**config.mk**
```make
export PLATFORM = sky130hd
export DESIGN_NAME = iob_chr_out
export DESIGN_NICKNAME = d
export VERILOG_FILES = /design/src/rtl/iob_chr_out.sv
export SDC_FILE = /design/constraint.sdc
export NUM_CORES = 1
export LEC_CHECK = 0
export ABC_AREA = 1
export BUFFER_PORTS_ARGS = -buffer_cell sky130_fd_sc_hd__buf_2
export CAP_MARGIN = 25
export CORE_MARGIN = 2
export CORE_UTILIZATION = 30
export DETAILED_ROUTE_END_ITERATION = 8
export HOLD_SLACK_MARGIN = 0.08
export PLACE_DENSITY = 0.58
export SLEW_MARGIN = 20
export SYNTH_ARGS = -nofsm -noshare
export SYNTH_HDL_FRONTEND = slang
export SYNTH_SLANG_ARGS = --single-unit
```
**constraint.sdc**
```tcl
create_clock -name clk -period 2.49 [get_ports clk]
set_clock_uncertainty 0.15 [all_clocks]
set_input_delay 0.249 -clock clk [delete_from_list [all_inputs] [get_ports clk]]
set_output_delay 0.249 -clock clk [all_outputs]
set_load 0.01 [all_outputs]
```
**src/rtl/iob_chr_out.sv**
```systemverilog
// KA10 I/O bus responder that shifts a DATAO word out as six 6-bit characters.
// Latency: chr_valid one cycle after DATAO set; bus reads and PI requests are combinational.
// Backpressure: a character holds on chr_data until chr_ready; only CONO clear or reset withdraws it.
module iob_chr_out (
    input  logic        clk,
    input  logic        reset,
    input  logic        iobus_iob_reset,
    input  logic [3:9]  iobus_ios,
    input  logic        iobus_datao_clear,
    input  logic        iobus_datao_set,
    input  logic        iobus_cono_clear,
    input  logic        iobus_cono_set,
    input  logic        iobus_iob_datai,
    input  logic        iobus_iob_coni,
    input  logic [0:35] iobus_iob_out,
    output logic [0:35] iobus_iob_in,
    output logic [1:7]  iobus_pi,
    output logic [0:5]  chr_data,
    output logic        chr_valid,
    input  logic        chr_ready
);

    localparam logic [3:9] DEVICE = 7'o120;

    logic [0:35] data_buf, n_buf;
    logic [2:0]  cnt, n_cnt;
    logic [0:2]  pia, n_pia;
    logic        busy, n_busy;
    logic        done, n_done;
    logic        sel;
    logic [0:35] status;

    assign sel = (iobus_ios == DEVICE);

    // Handshake first, then CONO, then DATAO: a DATAO set in the same cycle as the
    // final accept ORs into the already-emptied buffer and restarts cleanly.
    always_comb begin
        n_buf  = data_buf;
        n_cnt  = cnt;
        n_pia  = pia;
        n_busy = busy;
        n_done = done;
        if (busy && chr_ready) begin
            n_buf = {data_buf[6:35], 6'b0};
            if (cnt == 3'd5) begin
                n_busy = 1'b0;
                n_done = 1'b1;
                n_cnt  = 3'd0;
            end else begin
                n_cnt = cnt + 3'd1;
            end
        end
        if (sel && iobus_cono_clear) begin
            n_pia  = 3'b0;
            n_busy = 1'b0;
            n_done = 1'b0;
        end
        if (sel && iobus_cono_set) begin
            n_pia = n_pia | iobus_iob_out[33:35];
            if (iobus_iob_out[32]) n_done = 1'b1;
            if (iobus_iob_out[31]) n_done = 1'b0;
        end
        if (sel && iobus_datao_clear) begin
            n_buf = 36'b0;
        end
        if (sel && iobus_datao_set) begin
            n_buf  = n_buf | iobus_iob_out;
            n_cnt  = 3'd0;
            n_busy = 1'b1;
            n_done = 1'b0;
        end
    end

    always_ff @(posedge clk) begin
        if (reset || iobus_iob_reset) begin
            data_buf <= 36'b0;
            cnt      <= 3'd0;
            pia      <= 3'b0;
            busy     <= 1'b0;
            done     <= 1'b0;
        end else begin
            data_buf <= n_buf;
            cnt      <= n_cnt;
            pia      <= n_pia;
            busy     <= n_busy;
            done     <= n_done;
        end
    end

    assign chr_valid = busy;
    assign chr_data  = busy ? data_buf[0:5] : 6'b0;

    always_comb begin
        status        = 36'b0;
        status[31]    = busy;
        status[32]    = done;
        status[33:35] = pia;
    end

    assign iobus_iob_in = ((sel && iobus_iob_datai) ? data_buf : 36'b0)
                        | ((sel && iobus_iob_coni)  ? status   : 36'b0);

    always_comb begin
        for (int n = 1; n <= 7; n++) begin
            iobus_pi[n] = done && (pia == 3'(n));
        end
    end

endmodule

```
==> summary.txt <==
Post-synth EDFFs: 0
Tightest Hold Check Type: in -> reg
area of the multi-input gates: 0.00121 mm^2
Max-slew headroom: 50.5%
IO Port Bufs: 102
CP Capture Type: output port
P_int: 0.00101 W
CP cell instances: buf_2, nor2_1, nand2_1, nor2_4, buf_12, nand2_1, o22ai_1, buf_2
DPL Wire Length: 5.07 mm
Final Hold Vio Count: 0
WS Path Type: in -> out
Max IR drop VDD: 169 uV
YS warnings: 0
status: complete, no violations
Max clock buf depth: 2
vias in the first global route: 2,565
Synth area leaders: dfxtp_1 36%, nand2_1 14%, nand3_1 9.4%
setup TNS: 0 ns
row cnt: 32
Die Ht: 94.4 um
largest net degree at the start of global routing: 64
DR DRC count: 0
initial antenna violation count: 0
Iter 0 DRT Violations: 110
Layout Cells excl Fill: 607
R2R setup slack: 0.61 ns
die area: 0.00890 mm^2
Most used DFF post-synth: dfxtp_1
Crit-path slowest cell: buf_12
Reg area: 881 um^2
placer congestion estimate: 0.806
max-cap check violation count: 0
measured slew at the worst slew-check pin: 0.743 ns
layout cells sized above 1: 23.0%
wire per inst: 12.5 um
DRT Pass-1 Iters: 4
Critical R2R Launch: chr_valid
Hold WS: 0.0795 ns
Initial Util: 31.4%
sw frac: 22.7%
dpl cells: 574
Power, Total: 0.00131 W
fin nets: 558
sequential element share of the synthesized area: 36.0%
Antenna Violating Nets Remaining: 0
CP Launch Type: primary input
crit path to: iobus_iob_in[31]
register bit total from synthesis: 44
area delta synth->final: 35.0%
Avg Inst Size Synth: 6.22 um^2
clk root buf: clkbuf_8
Via Count: 2,832
power density over the cells: 395 mW/mm^2
chip width: 94.4 um
# diodes: 0
clock tree from TritonCTS: yes
Max H-tree Level: 2
Layout fillers: 855
Max FO, Critical Path: 45
first-pass GRT wire length: 11.9 mm
max-slew violations: 0
post-synth top area cell: dfxtp_1
net switching power figure: 0.000297 W
clock network fraction of design power: 37.8%
path depth of the worst reg2reg path: 6
min Tclk post-route: 1.88 ns
DRT Wirelength: 7.56 mm
Cell Area, Placed: 0.00295 mm^2
Leak: 1.29 nW
combinational fraction of design power: 8.4%
Post-CTS Setup Repair Bufs: 0
required time of the critical path: 2.09 ns
Post-synth ARST share: 0%
final period utilization: 75.6%
final instance area: 0.00331 mm^2
core area: 0.00781 mm^2
top cell type's share of synthesized area: 36.0%
clock insertion delay at the later pin of the skew report: 0.29 ns
total global routing overflow: 0
Worst Setup SP: iobus_ios[6]
synthesized area: 0.00245 mm^2
most instantiated cells after synthesis: 92 x nand2_1, 50 x inv_1, 50 x nor2_1, 46 x nand3_1, 44 x dfxtp_1
Final setup viols: 0
Worst Path Arrival: 1.48 ns
io pins: 103
max frequency: 531 MHz
post-cts gate resize count: 0
setup repair after global routing missed its margin: false
Synth Net Count: 447
Tot GR Track Use: 16.5%
most numerous cell in the Yosys netlist: nand2_1
hold buffer count at cts: 26
clock buffer count from CTS: 5
Yosys cell types: 17
via/cell ratio: 4.67
CTS Sinks: 44
Gate Count Post-Synth: 394
CTS clk-pin slew, worst paths: 0.09 ns
share of power burned in registers: 53.8%
crit-path max cell delay: 0.25 ns
R2R Path End: cnt[1]
worst min path at each step:
| stage | from | endpoint | slack, ns | cells after the start |
|---|---|---|---|---|
| after floorplan | iobus_iob_out[34] | data_buf[34] | 0.26 | 2 |
| after global placement | cnt[1] | cnt[2] | 0.32 | 2 |
| after detailed placement | cnt[1] | cnt[2] | 0.32 | 2 |
| after CTS | iobus_iob_out[12] | data_buf[12] | 0.08 | 3 |
| after global routing | iobus_iob_out[25] | data_buf[25] | 0.08 | 3 |
| final | iobus_iob_out[12] | data_buf[12] | 0.08 | 3 |
layout by cell type (no fill, tap or decap), types with 4 or more instances in the layout:
master / netlist / routed
clkbuf_8: 0 / 7
buf_2: 6 / 102
dfxtp_1: 44 / 44
nor2_1: 50 / 50
nand2_1: 92 / 92
o21ai_0: 32 / 32
o22ai_1: 4 / 4
dlygate4sd3_1: 0 / 26
a21oi_1: 42 / 42
inv_1: 50 / 50
nand3_1: 46 / 46
kinds of logic (layout without fill, tap and decap cells):
family                 after synthesis  after routing  synth area share [%]
AOI/OAI and AO/OA                   78             78                  16.1
buffers and inverters               77            188                  14.7
DFF                                 44             44                  36.0
and+or+nand+nor                    195            195                  33.2
metrics by stage:
stage	util, %	setup slack [ns]
global route	42.4	0.379
global placement	37.8	0.719
finish	42.4	0.607
CTS	42.4	0.613
detailed placement	37.8	0.625
floorplan	-	1.04
per-layer routing:
| layer | up-vias | wire length [um] | global-route usage [%] |
|---|---|---|---|
| li1 | 1461 | - | - |
| met1 | 1264 | 3500 | 21.3 |
| met4 | 0 | 41 | 3.26 |
| met5 | - | 0 | 0 |
| met2 | 102 | 3480 | 29.0 |
| met3 | 5 | 535 | 3.03 |
worst max-delay path, delay by kind of cell:
family,cells,cell delay [ns]
buffers and inverters,3,0.51
and+or+nand+nor,4,0.52
AOI/OAI and AO/OA,1,0.20
sequential cells by signal, summed over array words and instances (netlist names):
register   flops
data_buf      36
cnt            3
pia            3
chr_valid      1
done           1
power groups by stage:
stage	Clock, W	Sequential (W)	Combinational [W]
4_1_cts	0.000506	0.000704	0.000110
5_1_grt	0.000528	0.000704	0.000120
3_3_place_gp	0	0.000720	0.0000784
6_report	0.000494	0.000704	0.000110
3_5_place_dp	0	0.000720	0.0000785
2_1_floorplan	0	0.000720	0.0000266
cell type report:
| cell class | count | share of cell area (%) |
|---|---|---|
| multi-input cells | 273 | 36.7 |
| flip-flops and latches | 44 | 26.6 |
| repair buffers | 130 | 24.1 |
| inverters | 51 | 5.79 |
| well taps | 102 | 3.86 |
| clock buffers | 7 | 2.91 |
(Power assumes the default switching activity.)
